==> src/rtl/mem_port_arbiter_pkg.sv <==
// Shared definitions for the single-port RAM arbiter: FSM states, owner
// encoding and default bus widths reused by the CPU and RAM wrappers.
package mem_port_arbiter_pkg;

  localparam int unsigned AW_DEF = 16;
  localparam int unsigned DW_DEF = 16;

  typedef enum logic [1:0] {
    IDLE  = 2'd0,
    ISSUE = 2'd1,
    WAIT  = 2'd2,
    ACK   = 2'd3
  } state_e;

  typedef enum logic {
    OWN_I = 1'b0,
    OWN_D = 1'b1
  } owner_e;

endpackage

==> src/rtl/mem_arb_prio.sv <==
// Grant decision between fetch and data ports, with a starvation counter
// that forces an instruction grant after STARVE_LIMIT consecutive data wins.
module mem_arb_prio
  import mem_port_arbiter_pkg::*;
#(
  parameter int unsigned STARVE_LIMIT = 3
) (
  input  logic   clk,
  input  logic   rst_n,
  input  logic   i_req_i,
  input  logic   d_req_i,
  input  logic   arb_i,
  output logic   grant_o,
  output owner_e owner_o
);

  logic [3:0] starve_q, starve_d;
  logic       d_win;

  always_comb begin
    d_win    = d_req_i && (!i_req_i || (starve_q < 4'(STARVE_LIMIT)));
    grant_o  = d_win || i_req_i;
    owner_o  = d_win ? OWN_D : OWN_I;
    starve_d = starve_q;
    if (arb_i) begin
      // A data win with i_req pending implies starve_q < limit, so the
      // increment saturates at STARVE_LIMIT without an explicit clamp.
      if (d_win && i_req_i) starve_d = starve_q + 4'd1;
      else                  starve_d = '0;
    end
  end

  always_ff @(posedge clk or negedge rst_n) begin
    if (!rst_n) starve_q <= '0;
    else        starve_q <= starve_d;
  end

endmodule

==> src/rtl/mem_port_arbiter.sv <==
// Shares one single-port synchronous RAM between instruction fetch and the
// load/store port: arbitrate, issue, wait out read latency, acknowledge.
module mem_port_arbiter
  import mem_port_arbiter_pkg::*;
#(
  parameter int unsigned AW           = AW_DEF,
  parameter int unsigned DW           = DW_DEF,
  parameter int unsigned READ_LAT     = 1,
  parameter int unsigned STARVE_LIMIT = 3
) (
  input  logic          clk,
  input  logic          rst_n,
  input  logic          i_req,
  input  logic [AW-1:0] i_addr,
  output logic          i_ack,
  output logic [DW-1:0] i_rdata,
  input  logic          d_req,
  input  logic          d_we,
  input  logic [AW-1:0] d_addr,
  input  logic [DW-1:0] d_wdata,
  output logic          d_ack,
  output logic [DW-1:0] d_rdata,
  output logic          m_en,
  output logic          m_we,
  output logic [AW-1:0] m_addr,
  output logic [DW-1:0] m_wdata,
  input  logic [DW-1:0] m_rdata,
  output logic          busy
);

  state_e        state_q, state_d;
  owner_e        owner_q, owner_d, gnt_owner;
  logic          grant;
  logic [1:0]    lat_q, lat_d;
  logic          m_we_q, m_we_d;
  logic [AW-1:0] m_addr_q, m_addr_d;
  logic [DW-1:0] m_wdata_q, m_wdata_d;
  logic [DW-1:0] i_rdata_q, i_rdata_d;
  logic [DW-1:0] d_rdata_q, d_rdata_d;

  mem_arb_prio #(
    .STARVE_LIMIT(STARVE_LIMIT)
  ) u_prio (
    .clk    (clk),
    .rst_n  (rst_n),
    .i_req_i(i_req),
    .d_req_i(d_req),
    .arb_i  (state_q == IDLE),
    .grant_o(grant),
    .owner_o(gnt_owner)
  );

  always_comb begin
    state_d   = state_q;
    owner_d   = owner_q;
    lat_d     = lat_q;
    m_we_d    = m_we_q;
    m_addr_d  = m_addr_q;
    m_wdata_d = m_wdata_q;
    i_rdata_d = i_rdata_q;
    d_rdata_d = d_rdata_q;
    unique case (state_q)
      IDLE: begin
        if (grant) begin
          state_d = ISSUE;
          owner_d = gnt_owner;
          if (gnt_owner == OWN_D) begin
            m_addr_d  = d_addr;
            m_we_d    = d_we;
            m_wdata_d = d_wdata;
          end else begin
            m_addr_d  = i_addr;
            m_we_d    = 1'b0;
            m_wdata_d = '0;
          end
        end
      end
      ISSUE: begin
        if (m_we_q) begin
          state_d = ACK;
        end else begin
          state_d = WAIT;
          lat_d   = 2'(READ_LAT - 1);
        end
      end
      WAIT: begin
        if (lat_q == '0) begin
          state_d = ACK;
          if (owner_q == OWN_D) d_rdata_d = m_rdata;
          else                  i_rdata_d = m_rdata;
        end else begin
          lat_d = lat_q - 2'd1;
        end
      end
      ACK:     state_d = IDLE;
      default: state_d = IDLE;
    endcase
  end

  always_ff @(posedge clk or negedge rst_n) begin
    if (!rst_n) begin
      state_q   <= IDLE;
      owner_q   <= OWN_I;
      lat_q     <= '0;
      m_we_q    <= 1'b0;
      m_addr_q  <= '0;
      m_wdata_q <= '0;
      i_rdata_q <= '0;
      d_rdata_q <= '0;
    end else begin
      state_q   <= state_d;
      owner_q   <= owner_d;
      lat_q     <= lat_d;
      m_we_q    <= m_we_d;
      m_addr_q  <= m_addr_d;
      m_wdata_q <= m_wdata_d;
      i_rdata_q <= i_rdata_d;
      d_rdata_q <= d_rdata_d;
    end
  end

  assign m_en    = (state_q == ISSUE);
  assign m_we    = m_en && m_we_q;
  assign m_addr  = m_addr_q;
  assign m_wdata = m_wdata_q;
  assign i_ack   = (state_q == ACK) && (owner_q == OWN_I);
  assign d_ack   = (state_q == ACK) && (owner_q == OWN_D);
  assign i_rdata = i_rdata_q;
  assign d_rdata = d_rdata_q;
  assign busy    = (state_q != IDLE);

endmodule

==> config.mk <==
export PLATFORM = sky130hd
export DESIGN_NAME = mem_port_arbiter
export DESIGN_NICKNAME = d
export VERILOG_FILES = /design/src/rtl/mem_port_arbiter_pkg.sv /design/src/rtl/mem_arb_prio.sv /design/src/rtl/mem_port_arbiter.sv
export SDC_FILE = /design/constraint.sdc
export NUM_CORES = 1
export LEC_CHECK = 0
export CORE_MARGIN = 10
export CORE_UTILIZATION = 25
export CTS_CLUSTER_SIZE = 25
export DETAILED_ROUTE_END_ITERATION = 8
export GPL_TIMING_DRIVEN = 0
export PLACE_DENSITY = 0.63
export SLEW_MARGIN = 20
export SYNTH_ARGS = -nofsm -noshare
export SYNTH_HDL_FRONTEND = slang
export SYNTH_SLANG_ARGS = --single-unit
==> constraint.sdc <==
create_clock -name clk -period 1.5 [get_ports clk]
set_input_delay 0.3 -clock clk [delete_from_list [all_inputs] [get_ports clk]]
set_output_delay 0.3 -clock clk [all_outputs]
set_load 0.05 [all_outputs]
==> flow_metrics.tcl, run 1 <==
set metrics [dict create \
    outcome "finished, violations left" \
    violations "negative setup slack" \
    grt_usage 0.118 \
    first_iter_violations 54 \
    p_per_area_nw_per_um2 2490 \
    numPortBuffers 137 \
    synthDominantCellAreaShare 0.594 \
    cp-start-kind "flop" \
    fill_cells 1133 \
    final.setup.tns_ns -5.09 \
    drc 0 \
    p_leak_uw 0.00246 \
    coreArea_um2 12100 \
    tightest_slew_ns 0.493 \
    slew_headroom 0.673 \
    hp-class "input pin to asynchronous set/reset pin" \
    layout.nets 503 \
    clock_latency_ns 0.33 \
    ios 138 \
    crit_required_ns 1.72 \
    clockBufferDepth 2 \
    ys_seq_area_frac 0.594 \
    synth_edf_count 0 \
    ys_top_cells_by_area "dfrtp_1 59%, mux2_2 12%, a22o_1 4.8%" \
    grt_pass1_vias 2979 \
    maxSlewViolCount 0 \
    numCtsBuffers 9 \
    critPathMaxFanout 5 \
    ys.flop_type "dfrtp_1" \
    register_area_um2 1850 \
    syn_inst 248 \
    layout_setup_ws_ns -0.209 \
    hpwl_mm 7.23 \
    timing.fmax_mhz 585 \
    synth.most_common_cell "dfrtp_1" \
    dr_total_vias 2658 \
    yosysUniqueCellTypes 29 \
    multi_input_area_um2 1280 \
    grt_setup_unrepaired "true" \
    dieArea_um2 17300 \
    crit_type "flop to flop" \
    syn_avg_cell_area_um2 12.6 \
    synthArstFlopShare 1.00 \
    finalSetupViolCount 38 \
    synthesis.area_um2 3120 \
    min_period_ns 1.71 \
    area_delta_synth_final_pct 80.2 \
    finalHoldViolCount 0 \
    rows 40 \
    cts_sinks 74 \
    cp.arrival_ns 1.93 \
    end_kind "flop" \
    r2r.worst_path.cells 8 \
    r2r_start "state_q[0]$_DFFE_PN0P_" \
    drive_gt1_frac 0.430 \
    cts_tree "done" \
    cts_root_buf "clkbuf_16" \
    reg2reg_setup_slack_ns -0.21 \
    overflow 0 \
    antenna_found_initial 0 \
    grt_max_degree 51 \
    synth_fp_nets 323 \
    yosys-top-cells-count "74 x dfrtp_1, 36 x nand2_1, 33 x mux2_2, 17 x a22o_1" \
    gp_congestion 0.736 \
    avgRoutedWirePerCell_um 17.3 \
    dr.pass1.iters 4 \
    routed_wirelength_mm 10.4 \
    yosysWarnings 0 \
    clkTransAtPathRegs_ns 0.06 \
    initial_core_util 0.258 \
    max_cap_violations 0 \
    preCtsSetupSlack_ns -0.764 \
    ys_ff_latch 74 \
    fin_crit_sh 1.14 \
    vias_per_cell 4.42 \
    synth_top_area_cell "dfrtp_1" \
    dieWidth_um 132 \
    antenna_left 0 \
    critPathLaunch "state_q[0]$_DFFE_PN0P_" \
    rr_endpoint "i_rdata[9]$_DFFE_PN0P_" \
    finClkSkew_ns 0.00737 \
    ir_worst_vdd_uv 743 \
    diodes 0 \
    die_h_um 132 \
    cts_htree_levels 3 \
    grt_pass1_wl_mm 16.6 \
    critPathCapture "i_rdata[9]$_DFFE_PN0P_" \
]
-- sequential cells by signal, indices dropped and copies added (netlist names) --
name             count
m_addr              16
m_wdata             16
u_prio.starve_q      4
state_q              2
d_rdata             16
lat_q                2
m_we_q               1
i_rdata             16
owner_q              1
-- timing repair --
item / 4_1_cts / 5_1_grt
pin swaps: 11 / 20
setup buffers: 22 / 5
resized for setup: 268 / 37
hold buffers: 1 / 0
cloned: 4 / 2
hold endpoints to repair: 24 / 0
setup endpoints to repair: 137 / 95
-- critical path: stages (launching register included) --
cell     delay (ns)
dfrtp_1        0.40
inv_2          0.10
buf_6          0.10
ha_4           0.14
nand2_4        0.05
or2_1          0.24
buf_6          0.14
buf_16         0.13
mux2_4         0.29
-- worst min-delay path by stage --
stage / endpoint / cells past startpoint / slack (ns)
after floorplan: d_rdata[0]$_DFFE_PN0P_ / 0 / 0.004
after global placement: lat_q[0]$_DFFE_PN0P_ / 1 / 0.46
after detailed placement: d_rdata[4]$_DFFE_PN0P_ / 1 / 0.24
after CTS: d_rdata[9]$_DFFE_PN0P_ / 2 / 0.42
after global routing: d_rdata[9]$_DFFE_PN0P_ / 2 / 0.45
final: d_rdata[9]$_DFFE_PN0P_ / 2 / 0.42
-- routing by layer --
layer / routed length (um) / vias up / track usage / share of wire
li1: - / 1257 / - / -
met2: 4810 / 104 / 0.185 / 0.46
met5: 0 / - / 0 / 0
met3: 919 / 11 / 0.0617 / 0.088
met1: 4570 / 1286 / 0.138 / 0.44
met4: 82 / 0 / 0.0297 / 0.0079
-- placed cells by master (no fill, tap or decap), types with 17 or more instances in the layout --
cell | synthesis | routed
clkbuf_2 | 0 | 20
buf_6 | 4 | 17
dfrtp_1 | 74 | 74
clkdlybuf4s50_1 | 0 | 66
mux2_2 | 33 | 22
a22o_1 | 17 | 17
nand2_1 | 36 | 35
clkdlybuf4s15_2 | 0 | 44
buf_4 | 0 | 18
-- metrics by stage --
stage          utilization  hold slack [ns]  instances  cell area [um2]  power (uW)
6_report             0.464            0.420        601             5620       14000
5_1_grt              0.464            0.447        601             5620       14700
4_1_cts              0.464            0.418        597             5620       14000
3_5_place_dp         0.392            0.237        554             4750       11000
3_3_place_gp         0.390            0.461        553             4730       10900
2_1_floorplan            -          0.00441        248             3150        8380
-- final cells by class --
type / count / share of cell area
Buffer: 14 / 0.0336
Tap cell: 168 / 0.0374
Inverter: 5 / 0.00401
Multi-Input combinational cell: 152 / 0.229
Clock inverter: 6 / 0.0131
Clock buffer: 10 / 0.0425
Timing Repair Buffer: 172 / 0.311
Sequential cell: 74 / 0.329
-- report_power, final --
part           leakage (uW)  switching, uW  internal [uW]
clock network      0.000154            883           1350
registers          0.000905            514           2920
logic               0.00140           5060           3270
total               0.00246           6460           7540
-- cell families (layout without fill, tap and decap cells) --
kind of cell / count (synthesis) / in the layout / synth area share
AO/OA/AOI/OAI: 47 / 47 / 0.123
adder cells (fa/ha/maj): 6 / 6 / 0.0241
buffers and inverters: 22 / 207 / 0.0385
flip-flops: 74 / 74 / 0.594
multiplexers: 33 / 33 / 0.119
AND/OR/NAND/NOR: 66 / 66 / 0.102
No activity file was read; power rests on OpenSTA's default activity.
==> inputs of run 2 (changes only) <==
- HOLD_SLACK_MARGIN: not set -> 0.12
==> results of run 2 <==
The final DEF is identical to that of run 1; final timing and power are the same.
==> inputs of run 3 (changes only) <==
- DONT_BUFFER_PORTS: not set -> 1
- PLACE_DENSITY: 0.63 -> 0.49
- SYNTH_HIERARCHICAL: not set -> 1
==> flow_metrics.tcl, run 3 <==
set metrics [dict create \
    outcome "finished, violations left" \
    violations "negative hold slack, negative setup slack" \
    timing.fmax_mhz 554 \
    p_leak_uw 0.00210 \
    synth_top_family_by_area "multiplexers" \
    rows 41 \
    final_cell_mix "72 x dfrtp_1, 54 x nand2_1, 33 x dlygate4sd3_1" \
    postLayoutCoreUtil 0.364 \
    syn_avg_cell_area_um2 11.9 \
    yosysWarnings 6 \
    clockBufferDepth 2 \
    finClkSkew_ns 0.00508 \
    die_h_um 132 \
    slew_headroom 0.636 \
    first_iter_violations 81 \
    yosysUniqueCellTypes 31 \
    cp.arrival_ns 2.00 \
    syn_inst 265 \
    ios 138 \
    clock_latency_ns 0.32 \
    antenna_found_initial 1 \
    ys_top_cells_by_area "dfrtp_1 59%, mux2_2 8.2%, nand2_1 6.8%" \
    cpPeakStageDelay_ns 0.40 \
    initial_core_util 0.252 \
    synthesis.area_um2 3160 \
    final_common_cell "dfrtp_1" \
    end_kind "flop" \
    slowest_stage "dfrtp_1" \
    hold_buffers 33 \
    antenna_left 0 \
    cts_tree "done" \
    layout_setup_ws_ns -0.306 \
    synthArstFlopShare 1.00 \
    finalHoldViolCount 74 \
    dp.cells 437 \
    fill_cells 1245 \
    finalSetupViolCount 56 \
    dr.pass1.iters 3 \
    ys.flop_type "dfrtp_1" \
    ys_ff_latch 74 \
    area_delta_synth_final_pct 44.1 \
    ir_worst_vdd_uv 646 \
    cts_sinks 74 \
    gp_congestion 0.668 \
    hpwl_mm 6.52 \
    yosys-top-cells-count "74 x dfrtp_1, 57 x nand2_1, 23 x mux2_2, 17 x nand3_1" \
    synthMuxAreaShare 0.180 \
    synth_edf_count 0 \
    critPathMaxFanout 5 \
    fin_crit_sh 1.20 \
    min_period_ns 1.81 \
    cts_root_buf "clkbuf_16" \
    crit_type "flop to flop" \
    grt_setup_unrepaired "true" \
    p_total_uw 12100 \
    hp-class "input pin to asynchronous set/reset pin" \
    grt_pass1_wl_mm 14.6 \
    layout.nets 402 \
    numCtsBuffers 9 \
    numPortBuffers 0 \
    grt_pass1_vias 2481 \
    max_cap_violations 0 \
    synth_compound_area_frac 0.0479 \
    dieWidth_um 132 \
    synthAdderAreaFrac 0.0238 \
    synth.most_common_cell "dfrtp_1" \
    final.setup.tns_ns -10.39 \
    drive_gt1_frac 0.331 \
    cp_cell_sequence "ha_2 > or3_4 > a21boi_2 > buf_6 > clkbuf_16 > mux2i_2 > o21ai_1" \
    maxSlewViolCount 0 \
    fin_cells 505 \
    p_per_area_nw_per_um2 2660 \
    routed_wirelength_mm 9.48 \
    grt_usage 0.106 \
    hold_slack_ns -0.334 \
    synthSimpleGateAreaFrac 0.126 \
    cp-start-kind "flop" \
    register_area_um2 1850 \
    drc 0 \
    clkTransAtPathRegs_ns 0.06 \
    ys_seq_area_frac 0.586 \
    coreArea_um2 12500 \
    grt_max_degree 75 \
    avgRoutedWirePerCell_um 18.8 \
    dieArea_um2 17500 \
    vias_per_cell 4.31 \
    tightest_slew_ns 0.546 \
    multi_input_area_um2 1370 \
    dr_total_vias 2178 \
    overflow 0 \
    crit_required_ns 1.70 \
    cts_htree_levels 3 \
    synth_top_area_cell "dfrtp_1" \
    synth_fp_nets 340 \
    synth_xor_area_frac 0 \
    synthDominantCellAreaShare 0.586 \
]
## run 3: cell count changes after synthesis, moves of 3 or more
cell	delta
o211ai_1	-16
o21ai_0	+13
mux2i_1	+16
nand4_1	-15
mux2_4	+10
nand3_1	+15
a21o_1	-3
nand2_1	+21
a22o_1	-15
buf_6	-3
mux2_2	-10
inv_1	+3
## run 3: timing repair
item                                    4_1_cts  5_1_grt
gates cloned                                  2        1
endpoints found under the hold margin       123       74
setup buffers                                14        2
pin swaps                                    13        9
endpoints found under the setup margin       69       65
gates resized for setup                      40       24
## run 3: path summary, 6_finish.rpt
kind                                                   to  slack, ns  cells after the start                      startpoint
hold reg to reg            u_prio/starve_q[2]$_DFFE_PN0P_       0.51                      1  u_prio/starve_q[2]$_DFFE_PN0P_
min in group clk           u_prio/starve_q[1]$_DFFE_PN0P_       0.14                      2                           i_req
max in group asynchronous          state_q[0]$_DFFE_PN0P_       1.72                      0                           rst_n
setup reg to reg                   m_addr[15]$_DFFE_PN0P_      -0.31                      7  u_prio/starve_q[0]$_DFFE_PN0P_
hold / removal                    i_rdata[15]$_DFFE_PN0P_      -0.33                      0                           rst_n
setup / recovery                   m_addr[15]$_DFFE_PN0P_      -0.31                      7  u_prio/starve_q[0]$_DFFE_PN0P_
## run 3: per-layer routing
layer	track usage	up-vias	share of wire
li1	-	1024	-
met1	0.118	1044	0.40
met2	0.168	105	0.46
met3	0.0617	5	0.13
met4	0.0312	0	0.0084
met5	0	-	0
## run 3: per-stage QoR
stage               setup slack, ns  cell area [um2]
floorplan                    -0.160             3230
global placement             -0.325             3440
detailed placement           -0.341             3440
CTS                          -0.301             4450
global route                 -0.357             4550
finish                       -0.306             4550
## run 3: layout make-up
cell class,count,share of cell area
plain buffers,13,0.0269
inverters,8,0.00935
flip-flops and latches,74,0.407
clock inverters,6,0.0198
multi-input cells,169,0.301
repair buffers,52,0.135
clock buffers,10,0.0525
well taps,172,0.0473
diodes,1,0.000550
## run 3: cells by family after synthesis
family | Yosys count
compound gates | 25
fa+ha+maj | 6
buf+inv | 22
flops | 74
mux | 49
simple gates | 89
## run 3: critical path: cells and delay by family (launching register included)
family	cells	cell delay, ns
DFF	1	0.40
and+or+nand+nor	1	0.34
buffers and inverters	2	0.32
muxes	1	0.22
AOI/OAI and AO/OA	2	0.21
adders and majority gates	1	0.19
## run 3: where the power goes
group,switching (uW),internal [uW]
combinational,1490,1850
sequential,3620,2830
clock,827,1500
total,5940,6190
